<file path="config.mk">
export PLATFORM = sky130hd
export DESIGN_NAME = button_bank_scheduler
export DESIGN_NICKNAME = d
export VERILOG_FILES = /design/src/rtl/button_bank_scheduler.sv
export SDC_FILE = /design/constraint.sdc
export NUM_CORES = 1
export LEC_CHECK = 0
export ABC_AREA = 1
export BUFFER_PORTS_ARGS = -buffer_cell sky130_fd_sc_hd__clkbuf_2
export CORE_MARGIN = 2
export CORE_UTILIZATION = 55
export CTS_BUF_LIST = sky130_fd_sc_hd__clkbuf_8
export DETAILED_ROUTE_END_ITERATION = 7
export PLACE_DENSITY = 0.82
export SYNTH_ARGS = -nofsm -noshare
export SYNTH_HDL_FRONTEND = slang
export SYNTH_SLANG_ARGS = --single-unit
</file>
<file path="constraint.sdc">
create_clock -name clk -period 2.7 [get_ports clk]
set_input_delay 0.81 -clock clk [delete_from_list [all_inputs] [get_ports clk]]
set_output_delay 0.81 -clock clk [all_outputs]
set_load 0.02 [all_outputs]
</file>
<file path="src/rtl/button_bank_scheduler.sv">
// Debounces a bank of raw buttons off one shared sample tick and funnels their
// press/release events through a round-robin arbiter onto one valid/ready port.
module button_bank_scheduler #(
  parameter int N_BTN        = 4,
  parameter int TICK_DIV     = 999_999,
  parameter int STABLE_TICKS = 3,
  localparam int IDW         = $clog2(N_BTN)
) (
  input  logic             clk,
  input  logic             reset_n,
  input  logic             enable,
  input  logic [N_BTN-1:0] noisy,
  output logic [N_BTN-1:0] debounced,
  output logic             evt_valid,
  input  logic             evt_ready,
  output logic [IDW-1:0]   evt_id,
  output logic             evt_press,
  output logic             overrun,
  input  logic             clear_overrun
);

  localparam int PW = (TICK_DIV > 0) ? $clog2(TICK_DIV + 1) : 1;
  localparam int CW = (STABLE_TICKS > 1) ? $clog2(STABLE_TICKS) : 1;
  localparam logic [PW-1:0] PCNT_LAST = PW'(TICK_DIV);
  localparam logic [CW-1:0] CNT_LAST  = CW'(STABLE_TICKS - 1);

  logic [N_BTN-1:0] sync1_reg;
  logic [N_BTN-1:0] sync2_reg;
  logic [PW-1:0]    pcnt_reg;
  logic             tick;

  logic [N_BTN-1:0] deb_reg,   deb_next;
  logic [N_BTN-1:0] pend_reg,  pend_next;
  logic [N_BTN-1:0] ptype_reg, ptype_next;
  logic [N_BTN-1:0] ovr_set;
  logic [CW-1:0]    cnt_reg  [N_BTN];
  logic [CW-1:0]    cnt_next [N_BTN];

  logic [IDW-1:0]   ptr_reg;
  logic [IDW-1:0]   gnt_idx;
  logic [IDW-1:0]   cand;
  logic             gnt_any;
  logic             load;

  logic             evt_valid_reg;
  logic [IDW-1:0]   evt_id_reg;
  logic             evt_press_reg;
  logic             overrun_reg;

  assign tick = enable && (pcnt_reg == PCNT_LAST);

  always_ff @(posedge clk or negedge reset_n) begin
    if (!reset_n) begin
      sync1_reg <= '0;
      sync2_reg <= '0;
      pcnt_reg  <= '0;
    end else begin
      sync1_reg <= noisy;
      sync2_reg <= sync1_reg;
      if (!enable || tick)
        pcnt_reg <= '0;
      else
        pcnt_reg <= pcnt_reg + PW'(1);
    end
  end

  // Per-channel stability counter; a channel that flips while its slot is
  // being granted keeps pend set with the new type and is not an overrun.
  generate
    for (genvar gi = 0; gi < N_BTN; gi++) begin : g_chan
      logic mism;
      logic flip;
      logic take;

      assign mism = sync2_reg[gi] ^ deb_reg[gi];
      assign flip = tick && mism && (cnt_reg[gi] == CNT_LAST);
      assign take = load && (gnt_idx == IDW'(gi));

      assign cnt_next[gi]   = (!enable || (tick && (!mism || flip))) ? '0 :
                              tick ? cnt_reg[gi] + CW'(1) : cnt_reg[gi];
      assign deb_next[gi]   = flip ? sync2_reg[gi] : deb_reg[gi];
      assign ptype_next[gi] = flip ? sync2_reg[gi] : ptype_reg[gi];
      assign pend_next[gi]  = flip || (pend_reg[gi] && !take);
      assign ovr_set[gi]    = flip && pend_reg[gi] && !take;
    end
  endgenerate

  always_ff @(posedge clk or negedge reset_n) begin
    if (!reset_n) begin
      deb_reg   <= '0;
      pend_reg  <= '0;
      ptype_reg <= '0;
      for (int i = 0; i < N_BTN; i++) cnt_reg[i] <= '0;
    end else begin
      deb_reg   <= deb_next;
      pend_reg  <= pend_next;
      ptype_reg <= ptype_next;
      for (int i = 0; i < N_BTN; i++) cnt_reg[i] <= cnt_next[i];
    end
  end

  // Scan downward so the candidate nearest ptr+1 is the last one to win.
  always_comb begin
    gnt_any = 1'b0;
    gnt_idx = '0;
    cand    = '0;
    for (int k = N_BTN; k >= 1; k--) begin
      cand = IDW'((int'(ptr_reg) + k) % N_BTN);
      if (pend_reg[cand]) begin
        gnt_any = 1'b1;
        gnt_idx = cand;
      end
    end
  end

  assign load = !evt_valid_reg && gnt_any;

  always_ff @(posedge clk or negedge reset_n) begin
    if (!reset_n) begin
      evt_valid_reg <= 1'b0;
      evt_id_reg    <= '0;
      evt_press_reg <= 1'b0;
      ptr_reg       <= '0;
      overrun_reg   <= 1'b0;
    end else begin
      if (load) begin
        evt_valid_reg <= 1'b1;
        evt_id_reg    <= gnt_idx;
        evt_press_reg <= ptype_reg[gnt_idx];
        ptr_reg       <= gnt_idx;
      end else if (evt_valid_reg && evt_ready) begin
        evt_valid_reg <= 1'b0;
      end
      if (clear_overrun)
        overrun_reg <= 1'b0;
      else if (|ovr_set)
        overrun_reg <= 1'b1;
    end
  end

  assign debounced = deb_reg;
  assign evt_valid = evt_valid_reg;
  assign evt_id    = evt_id_reg;
  assign evt_press = evt_press_reg;
  assign overrun   = overrun_reg;

endmodule

</file>
==> impl_results.md, run 1 <==
* Status: complete, no violations
* Port bufs at 17
* Initial antenna violation count at 0
* Setup Skew at 0.00866 ns
* Synth top area cells: dfrtp_1 (51%), nand2_1 (10%), inv_1 (5.4%)
* GR Overflow Total at 0
* First-pass GRT wire length at 8.08 mm
* Max FFs per register at 20
* Cts hold-fix bufs at 0
* Share of the synthesized area in the top cell type at 0.505
* Setup bufs post-CTS at 0
* Vias at between 1500 and 2000
* Largest net degree at the start of global routing at 50
* Number of synthesized flops with an enable pin at 0
* Vias in the first global route at between 1500 and 2000
* Total power at ~1.8 mW
* Die Y at between 70 and 80 um
* Max clock buf depth at 2
* Final Max Tran Viols at 0
* Yosys warnings at 0
* Io pins at 18
* Initial Util at 0.565
* Critical path class: reg -> reg
* NumNets Final at about 330
* Synthesized net count at roughly 310
* Crit path time final at around 1.9 ns
* Critical path arrival at approximately 2.1 ns
* Core area at roughly 4300 um^2
* Clk slew on worst S/H paths at 0.10 ns
* Peak supply drop at around 380 uV
* Synth cell types at 30
* Startpoint types: flop
* Synthesized instance count at approximately 290
* Root Buffer Master: clkbuf_8
* Layout cells sized above 1 at 0.174
* Place WS at around 0.8 ns
* Core Rows at 24
* Via-to-Cell Ratio at roughly 5.2
* Hold WC Path Type: reg -> reg
* Final worst slack at roughly 0.8 ns
* Final hold violation count at 0
* Power density cells at roughly 700 nW/um^2
* Synthesized area per cell at 8.34 um^2
* GRT Util Overall at 0.209
* Cell Area, Synth at between 2000 and 2500 um^2
* Avg WL per Cell at 12.3 um
* Register area share after synthesis at 0.505
* Clock Sinks at 49
* Clock Latency Late Sink at around 0.31 ns
* CTS buffer count at 5
* Tightest Pin Transition at 0.589 ns
* Drt initial violations at slightly below 100
* Hold depth at 0
* Die Wd at between 70 and 80 um
* Gp weighted congestion at approximately 0.91
* R2R cell count at 14
* Layout area overhead at 10.4%
* RSZ-0062 raised after global routing: false
* Die area at about 5000 um^2
* Max-Slew Margin vs Limit at 0.607
* # Max-Cap Violations at 0
* Diode count at 0
* Static Leak at about 1.3 nW
* Post-CTS sizing at 0
* Number of synthesized register bits at 49
* CTS tree: built
* Worst setup EP type: flop
* Largest area contributor in the netlist: dfrtp_1
* Fmax at about 0.52 GHz
* DRT Pass-1 Iters at 4
* Ys async rst share at 1.00
* HPWL Detailed at between 3 and 4 mm
* Fin Setup TNS at 0 ns
* H-tree levels at 2
* Final setup violation count at 0
* Remaining antenna violation count after routing at 0
* # DRC at 0
* CP Data Required Time at slightly below 3 ns
* Routed WL at about 4.5 mm
* Post-synth top flop: dfrtp_1
* Fin crit share at 0.707
* Crit Path Max Fanout at 9
[metal layers]
metal	global-route usage	vias up	wire length [um]
met2	0.340	35	2210
met1	0.263	893	2040
met3	0.0505	13	146
met5	0	-	0
met4	0.0962	0	115
li1	-	981	-
[area by class of cell]
type                       count  area (um^2)
sequential                    49         1230
inverter                      38          143
clock buffer                   5         68.8
timing repair buffer          19          100
fill                         371         1620
multi-input combinational    202         1050
clock inverter                 3         25.0
tap                           52         65.1
[through the flow]
step / hold WS [ns] / util / area [um^2] / std cells
finish: 0.359 / 0.624 / 2680 / 368
global route: 0.368 / 0.624 / 2680 / 368
CTS: 0.357 / 0.624 / 2680 / 368
detailed placement: 0.335 / 0.602 / 2580 / 360
global placement: 0.332 / 0.602 / 2580 / 360
floorplan: 0.331 / - / 2430 / 291
[power by group]
group          switching, mW  total (mW)  internal [mW]
combinational          0.392       0.570          0.178
sequential            0.0421       0.825          0.783
clock                  0.263       0.452          0.189
total                  0.697        1.85           1.15
[cell usage in the layout, fill, tap and decap left out, types with 10 or more instances in the layout]
master / count
a21oi_1: 14
clkbuf_2: 17
dfrtp_1: 49
inv_1: 35
nand2_1: 66
nand2_2: 10
nand3_1: 17
nor2_1: 33
nor3_1: 10
o21ai_0: 17
[path summary, 6_finish.rpt]
check | startpoint | endpoint | slack (ns)
worst max-delay path | evt_id[0]$_DFFE_PN0P_ | overrun$_DFFE_PN0P_ | 0.79
worst min-delay path | sync1_reg[0]$_DFF_PN0_ | sync2_reg[0]$_DFF_PN0_ | 0.36
worst max register to register | evt_id[0]$_DFFE_PN0P_ | overrun$_DFFE_PN0P_ | 0.79
worst min register to register | sync1_reg[0]$_DFF_PN0_ | sync2_reg[0]$_DFF_PN0_ | 0.36
max in group asynchronous | reset_n | pend_reg[3]$_DFF_PN0_ | 1.72
min in group asynchronous | reset_n | pcnt_reg[3]$_DFF_PN0_ | 0.58
[logic make-up after synthesis]
kind of cell	share of synthesized area
flops	0.505
mux	0.0186
buf+inv	0.0619
compound gates	0.0861
simple gates	0.288
xor+xnor	0.0144
fa+ha+maj	0.0258
[critical path, cell delays in order, from the launching register on]
cell     delay, ns
dfrtp_1       0.48
inv_2         0.18
nand2_1       0.07
nand2_1       0.10
nand2_1       0.09
nand2_2       0.11
nor2_2        0.05
nand2_2       0.07
nand2_4       0.07
nor2_1        0.23
nand2_2       0.09
nand2_1       0.06
nand2_1       0.06
nor2_1        0.09
a21oi_1       0.06
[cell usage after synthesis (2+ instances only)]
master,n
nand3_1,17
dfrtp_1,49
o21ai_0,17
inv_2,3
nor3_2,3
nand3b_1,3
mux2_2,4
clkbuf_1,2
nor2_2,2
ha_1,5
nor2_1,33
nand2_1,66
nand2_2,10
a21oi_1,14
nand3_2,3
inv_1,35
xnor2_1,3
nor3_1,10
No activity file was read; power rests on OpenSTA's default activity.
==> run 2, diff against run 1 <==
==> constraint.sdc (replaced) <==
create_clock -name clk -period 1.9 [get_ports clk]
set_input_delay 0.57 -clock clk [delete_from_list [all_inputs] [get_ports clk]]
set_output_delay 0.57 -clock clk [all_outputs]
set_load 0.02 [all_outputs]
==> run 2 against run 1 <==
The flow now finishes with violations (negative setup slack). Worst setup slack worse by 0.85 ns. Power up 51%. Via count up 3.9%. Core utilization up 4.3 points. Combinational power up 54%. Worst hold slack worse by 0.11 ns. Sequential cell count unchanged. Sequential share of layout area down 2.9 points. Sequential power up 43%. Critical path type unchanged. Largest cell class unchanged.
==> impl_results.md, run 2 (synthesized netlist as in run 1, its figures left out) <==
* CTS tree: built (unchanged)
* Via-to-Cell Ratio at 5.28 (was 5.22)
* Crit path time final at 1.96 ns (was 1.91 ns)
* Peak supply drop at 595 uV (was 385 uV)
* Root Buffer Master: clkbuf_8 (unchanged)
* Crit Path Max Fanout at 5 (was 9)
* H-tree levels at 2 (unchanged)
* Place WS at 0.0482 ns (was 0.799 ns)
* Clk slew on worst S/H paths at 0.09 ns (was 0.10 ns)
* Final Max Tran Viols at 0 (unchanged)
* CTS buffer count at 5 (unchanged)
* Diode count at 0 (unchanged)
* Layout area overhead at 18.0% (was 10.4%)
* # Max-Cap Violations at 0 (unchanged)
* Fin crit share at 1.03 (was 0.707)
* First-pass GRT wire length at 8.12 mm (was 8.08 mm)
* Final Util at 0.667 (was 0.624)
* Final worst slack at -0.0583 ns (was 0.792 ns)
* Worst hold margin at 0.247 ns (was 0.359 ns)
* Critical path class: reg -> reg (unchanged)
* Largest delay contributor family on the critical path: simple AND/OR/NAND/NOR gates (unchanged)
* Drt initial violations at 77 (was 97)
* Routed WL at 4.86 mm (was 4.52 mm)
* Crit-path cells: ha_4 > nand3_4 > nor3_4 > nand3_2 > nor2_4 > nand3b_1 > buf_4 > mux2_2 (was inv_2 > nand2_1 > nand2_1 > nand2_1 > nand2_2 > nor2_2 > nand2_2 > nand2_4 > nor2_1 > nand2_2 > nand2_1 > nand2_1 > nor2_1 > a21oi_1)
* Max FFs per register at 20 (unchanged)
* Io pins at 18 (unchanged)
* CP Data Required Time at 2.09 ns (was 2.90 ns)
* Setup Skew at 0.00834 ns (was 0.00866 ns)
* Remaining antenna violation count after routing at 0 (unchanged)
* Slowest cell on crit path: dfrtp_1 (unchanged)
* Slowest stage delay, CP at 0.41 ns (was 0.48 ns)
* Max clock buf depth at 2 (unchanged)
* RSZ-0062 raised after global routing: true (was false)
* Avg WL per Cell at 12.9 um (was 12.3 um)
* Initial antenna violation count at 0 (unchanged)
* Fin Setup TNS at -0.126 ns (was 0 ns)
* Tightest Pin Transition at 0.279 ns (was 0.589 ns)
* Clock Sinks at 49 (unchanged)
* Cts hold-fix bufs at 0 (unchanged)
* Clock Latency Late Sink at 0.30 ns (was 0.31 ns)
* Layout cells sized above 1 at 0.239 (was 0.174)
* Max-Slew Margin vs Limit at 0.813 (was 0.607)
* Die Y at 70.4 um (unchanged)
* Commonest non-fill, non-tap cell in the layout: nand2_1 (unchanged)
* Final setup violation count at 3 (was 0)
* GR Overflow Total at 0 (unchanged)
* Critical path buffer and inverter count at 1 (unchanged)
* Final hold violation count at 0 (unchanged)
* GRT Util Overall at 0.205 (was 0.209)
* Vias in the first global route at 1806 (was 1916)
* Most frequent cells in the layout: nand2_1 (65), dfrtp_1 (47), inv_1 (33) (was nand2_1 (66), dfrtp_1 (49), inv_1 (35))
* Worst setup EP type: flop (unchanged)
* Vias at 1997 (was 1922)
* DRT Pass-1 Iters at 4 (unchanged)
* Critical path arrival at 2.15 ns (was 2.11 ns)
* Core Rows at 24 (unchanged)
* Port bufs at 17 (unchanged)
* Failing checks: negative setup slack
* Startpoint types: flop (unchanged)
* Die Wd at 70.4 um (unchanged)
* NumNets Final at 339 (was 329)
* Initial Util at 0.565 (unchanged)
* Power density cells at 973 nW/um^2 (was 690 nW/um^2)
* # DRC at 0 (unchanged)
* Status: complete, but fails checks (was complete, no violations)
* Hold WC Path Type: in -> async (was reg -> reg)
* Core area at 4290 um^2 (unchanged)
* Static Leak at 1.38 nW (was 1.31 nW)
* Gp weighted congestion at 0.983 (was 0.911)
* HPWL Detailed at 3.36 mm (was 3.43 mm)
* Largest net degree at the start of global routing at 50 (unchanged)
* Die area at 4960 um^2 (unchanged)
* Fmax at 0.511 GHz (was 0.524 GHz)
run 2: power by group:
part | total [mW] | leakage, nW | internal, mW | switching, mW
Clock | 0.736 | 0.0543 | 0.394 | 0.342
Combinational | 0.876 | 0.675 | 0.282 | 0.595
Sequential | 1.18 | 0.654 | 1.11 | 0.0609
run 2: worst paths after layout:
kind                                   startpoint                       end  slack [ns]  cells after the start
max                         pcnt_reg[0]$_DFF_PN0_  debounced[1]$_DFFE_PN0P_       -0.06                      8
min                                       reset_n     pcnt_reg[9]$_DFF_PN0_        0.25                      2
max reg2reg                 pcnt_reg[0]$_DFF_PN0_  debounced[1]$_DFFE_PN0P_       -0.06                      8
min reg2reg                sync1_reg[1]$_DFF_PN0_    sync2_reg[1]$_DFF_PN0_        0.36                      0
max in group asynchronous                 reset_n     evt_id[0]$_DFFE_PN0P_        1.42                      2
min in group clk           sync1_reg[1]$_DFF_PN0_    sync2_reg[1]$_DFF_PN0_        0.36                      0
run 2: layout make-up:
| cell class | count | area, um^2 |
|---|---|---|
| Sequential cell | 49 | 1230 |
| Tap cell | 52 | 65.1 |
| Timing Repair Buffer | 29 | 188 |
| Clock inverter | 3 | 46.3 |
| Multi-Input combinational cell | 202 | 1120 |
| Inverter | 38 | 149 |
| Clock buffer | 5 | 68.8 |
| Fill cell | 349 | 1430 |
run 2: timing repair:
item | in CTS | in global routing
endpoints found under the hold margin | 0 | 0
setup endpoints to repair | 0 | 24
setup buffers | 0 | 7
resized for setup | 0 | 21
run 2: worst register-to-register path, stage by stage, from the launching register on:
cell and delay, ns:
dfrtp_1 0.41, ha_4 0.17, nand3_4 0.10, nor3_4 0.21
nand3_2 0.14, nor2_4 0.22, nand3b_1 0.17, buf_4 0.18
mux2_2 0.26
run 2: metal layers:
metal | global-route usage | routed length [um]
met3 | 0.0346 | 100
met1 | 0.282 | 2280
met5 | 0 | 0
met2 | 0.338 | 2440
met4 | 0.0534 | 44
run 2: per-stage QoR:
stage	instances	cell area [um^2]	power (mW)
after floorplan	291	2430	1.80
after global placement	363	2620	1.99
after detailed placement	363	2620	2.02
after CTS	371	2740	2.76
after global routing	378	2870	2.97
final	378	2870	2.79
==> run 3, diff against run 2 <==
--- a/config.mk
+++ b/config.mk
@@ -6,12 +6,14 @@
 export NUM_CORES = 1
 export LEC_CHECK = 0
 export ABC_AREA = 1
-export BUFFER_PORTS_ARGS = -buffer_cell sky130_fd_sc_hd__clkbuf_2
+export CELL_PAD_IN_SITES_DETAIL_PLACEMENT = 2
+export CELL_PAD_IN_SITES_GLOBAL_PLACEMENT = 2
 export CORE_MARGIN = 2
-export CORE_UTILIZATION = 55
+export CORE_UTILIZATION = 40
 export CTS_BUF_LIST = sky130_fd_sc_hd__clkbuf_8
 export DETAILED_ROUTE_END_ITERATION = 7
-export PLACE_DENSITY = 0.82
+export DONT_BUFFER_PORTS = 1
+export PLACE_DENSITY = 0.9
 export SYNTH_ARGS = -nofsm -noshare
 export SYNTH_HDL_FRONTEND = slang
 export SYNTH_SLANG_ARGS = --single-unit
==> run 3 against run 2 <==
The run still ends with negative setup slack left. Largest power group unchanged. Global-route usage up 9.3 points. Via count up 19%. Worst setup slack worse by 0.27 ns. Design area up 12%. Critical path depth up 2.
==> impl_results.md, run 3 (synthesized netlist as in run 1, its figures left out) <==
* Die area at 6710 um^2 (was 4960 um^2)
* Gp weighted congestion at 0.745 (was 0.983)
* Critical path class: reg -> reg (unchanged)
* Critical path arrival at 2.44 ns (was 2.15 ns)
* Die Y at 81.9 um (was 70.4 um)
* Final setup violation count at 27 (was 3)
* Worst hold margin at 0.0826 ns (was 0.247 ns)
* # Max-Cap Violations at 0 (unchanged)
* Layout cells sized above 1 at 0.337 (was 0.239)
* Placed cell areas at 2600 um^2 (was 2620 um^2)
* Max FFs per register at 20 (unchanged)
* Final Max Tran Viols at 0 (unchanged)
* First-pass GRT wire length at 14.3 mm (was 8.12 mm)
* HPWL Detailed at 4.95 mm (was 3.36 mm)
* Fin Setup TNS at -3.07 ns (was -0.126 ns)
* CTS tree: built (unchanged)
* Commonest non-fill, non-tap cell in the layout: nand2_1 (unchanged)
* CTS buffer count at 5 (unchanged)
* Crit Path Max Fanout at 3 (was 5)
* CP Data Required Time at 2.12 ns (was 2.09 ns)
* Failing checks: negative setup slack (unchanged)
* Core Rows at 28 (was 24)
* GR Overflow Total at 0 (unchanged)
* Core area at 5890 um^2 (was 4290 um^2)
* Cell repeated most along the worst path: nand2_1
* DRT Pass-1 Iters at 4 (unchanged)
* NumNets Final at 354 (was 339)
* Status: complete, but fails checks (unchanged)
* Via-to-Cell Ratio at 5.71 (was 5.28)
* Startpoint types: flop (unchanged)
* Largest delay contributor family on the critical path: simple AND/OR/NAND/NOR gates (unchanged)
* Most frequent cells in the layout: nand2_1 (59), dfrtp_1 (49), buf_4 (39) (was nand2_1 (65), dfrtp_1 (47), inv_1 (33))
* Tightest Pin Transition at 0.457 ns (was 0.279 ns)
* Avg WL per Cell at 28.1 um (was 12.9 um)
* Vias at 2376 (was 1997)
* Clk slew on worst S/H paths at 0.11 ns (was 0.09 ns)
* Worst setup EP type: flop (unchanged)
* Static Leak at 1.53 nW (was 1.38 nW)
* Slowest stage delay, CP at 0.48 ns (was 0.41 ns)
* Max-Slew Margin vs Limit at 0.695 (was 0.813)
* Final worst slack at -0.324 ns (was -0.0583 ns)
* Initial antenna violation count at 0 (unchanged)
* Routed WL at 11.7 mm (was 4.86 mm)
* Hold WC Path Type: in -> async (unchanged)
* Die Wd at 81.9 um (was 70.4 um)
* Root Buffer Master: clkbuf_8 (unchanged)
* Max clock buf depth at 2 (unchanged)
* Clock Latency Late Sink at 0.33 ns (was 0.30 ns)
* Largest net degree at the start of global routing at 50 (unchanged)
* Internal reg-to-reg setup slack at -0.32 ns (was -0.06 ns)
* Slowest cell on crit path: dfrtp_1 (unchanged)
* Drt initial violations at 116 (was 77)
* Fin crit share at 1.17 (was 1.03)
* Reg2Reg Launch Point: pcnt_reg[0]$_DFF_PN0_ (unchanged)
* Worst setup path startpoint: pcnt_reg[0]$_DFF_PN0_ (unchanged)
* # DRC at 0 (unchanged)
* Crit-path cells: buf_4 > and3_4 > nand2_1 > nor2_4 > inv_1 > nor3_4 > nand2_1 > nor2_2 > o21ai_0 > a21oi_1 (was ha_4 > nand3_4 > nor3_4 > nand3_2 > nor2_4 > nand3b_1 > buf_4 > mux2_2)
* Initial Util at 0.412 (was 0.565)
* Fmax at 0.450 GHz (was 0.511 GHz)
* Diode count at 0 (unchanged)
* Critical path buffer and inverter count at 2 (was 1)
* Remaining antenna violation count after routing at 0 (unchanged)
* GRT Util Overall at 0.298 (was 0.205)
* Fin area at 3210 um^2 (was 2870 um^2)
* Clock Sinks at 49 (unchanged)
* Port bufs at 0 (was 17)
* Peak supply drop at 626 uV (was 595 uV)
* Crit path time final at 2.22 ns (was 1.96 ns)
* H-tree levels at 2 (unchanged)
* Layout area overhead at 32.2% (was 18.0%)
* RSZ-0062 raised after global routing: true (unchanged)
* Io pins at 18 (unchanged)
* Final hold violation count at 0 (unchanged)
* Vias in the first global route at 2541 (was 1806)
* Power density cells at 947 nW/um^2 (was 973 nW/um^2)
* Setup Skew at 0.0189 ns (was 0.00834 ns)
run 3: changes by cell type in the layout (fill, tap and decap cells not counted), moves of 4 or more:
cell,before,now
o21ai_0,15,11
nor2_4,2,9
clkbuf_2,17,0
nand3_4,1,5
nand2_2,10,16
buf_4,11,39
nand2_1,65,59
buf_6,0,4
nor2_1,31,21
run 3: timing repair:
item | CTS | global route
setup buffers | 16 | 18
gates resized for setup | 12 | 55
pin swaps | 8 | 17
endpoints found under the hold margin | 49 | 0
setup endpoints to repair | 13 | 31
hold buffers | 1 | 0
run 3: final timing paths:
check / endpoint / cells after the start
worst min register to register: sync2_reg[0]$_DFF_PN0_ / 0
worst max register to register: pcnt_reg[13]$_DFF_PN0_ / 10
worst max-delay path: pcnt_reg[13]$_DFF_PN0_ / 10
min in group clk: sync1_reg[2]$_DFF_PN0_ / 0
worst min-delay path: pcnt_reg[9]$_DFF_PN0_ / 1
max in group asynchronous: sync1_reg[0]$_DFF_PN0_ / 1
run 3: stage by stage:
step / instances / util / power (mW) / setup WS (ns)
after detailed placement: 376 / 0.442 / 2.12 / -0.102
after floorplan: 291 / - / 1.80 / 0.185
after global routing: 416 / 0.545 / 3.18 / -0.458
after CTS: 401 / 0.495 / 2.85 / -0.0355
after global placement: 376 / 0.442 / 2.07 / 0.0888
final: 416 / 0.545 / 3.04 / -0.324
run 3: layout make-up:
class / instances / area (um^2)
Fill cell: 611 / 2680
Sequential cell: 49 / 1230
Clock inverter: 2 / 13.8
Multi-Input combinational cell: 202 / 1280
Clock buffer: 6 / 82.6
Tap cell: 75 / 93.8
Timing Repair Buffer: 44 / 365
Inverter: 38 / 151
run 3: where the power goes:
part           internal (mW)  switching (mW)
clock network          0.297           0.428
logic                  0.362           0.744
registers               1.11          0.0947
run 3: metal layers:
metal | routed length [um] | global-route usage | part of all wire | vias up
met2 | 5920 | 0.527 | 0.51 | 86
met4 | 495 | 0.112 | 0.042 | 0
met5 | 0 | 0 | 0 | -
li1 | - | - | - | 1035
met1 | 4700 | 0.358 | 0.40 | 1220
met3 | 571 | 0.0582 | 0.049 | 35
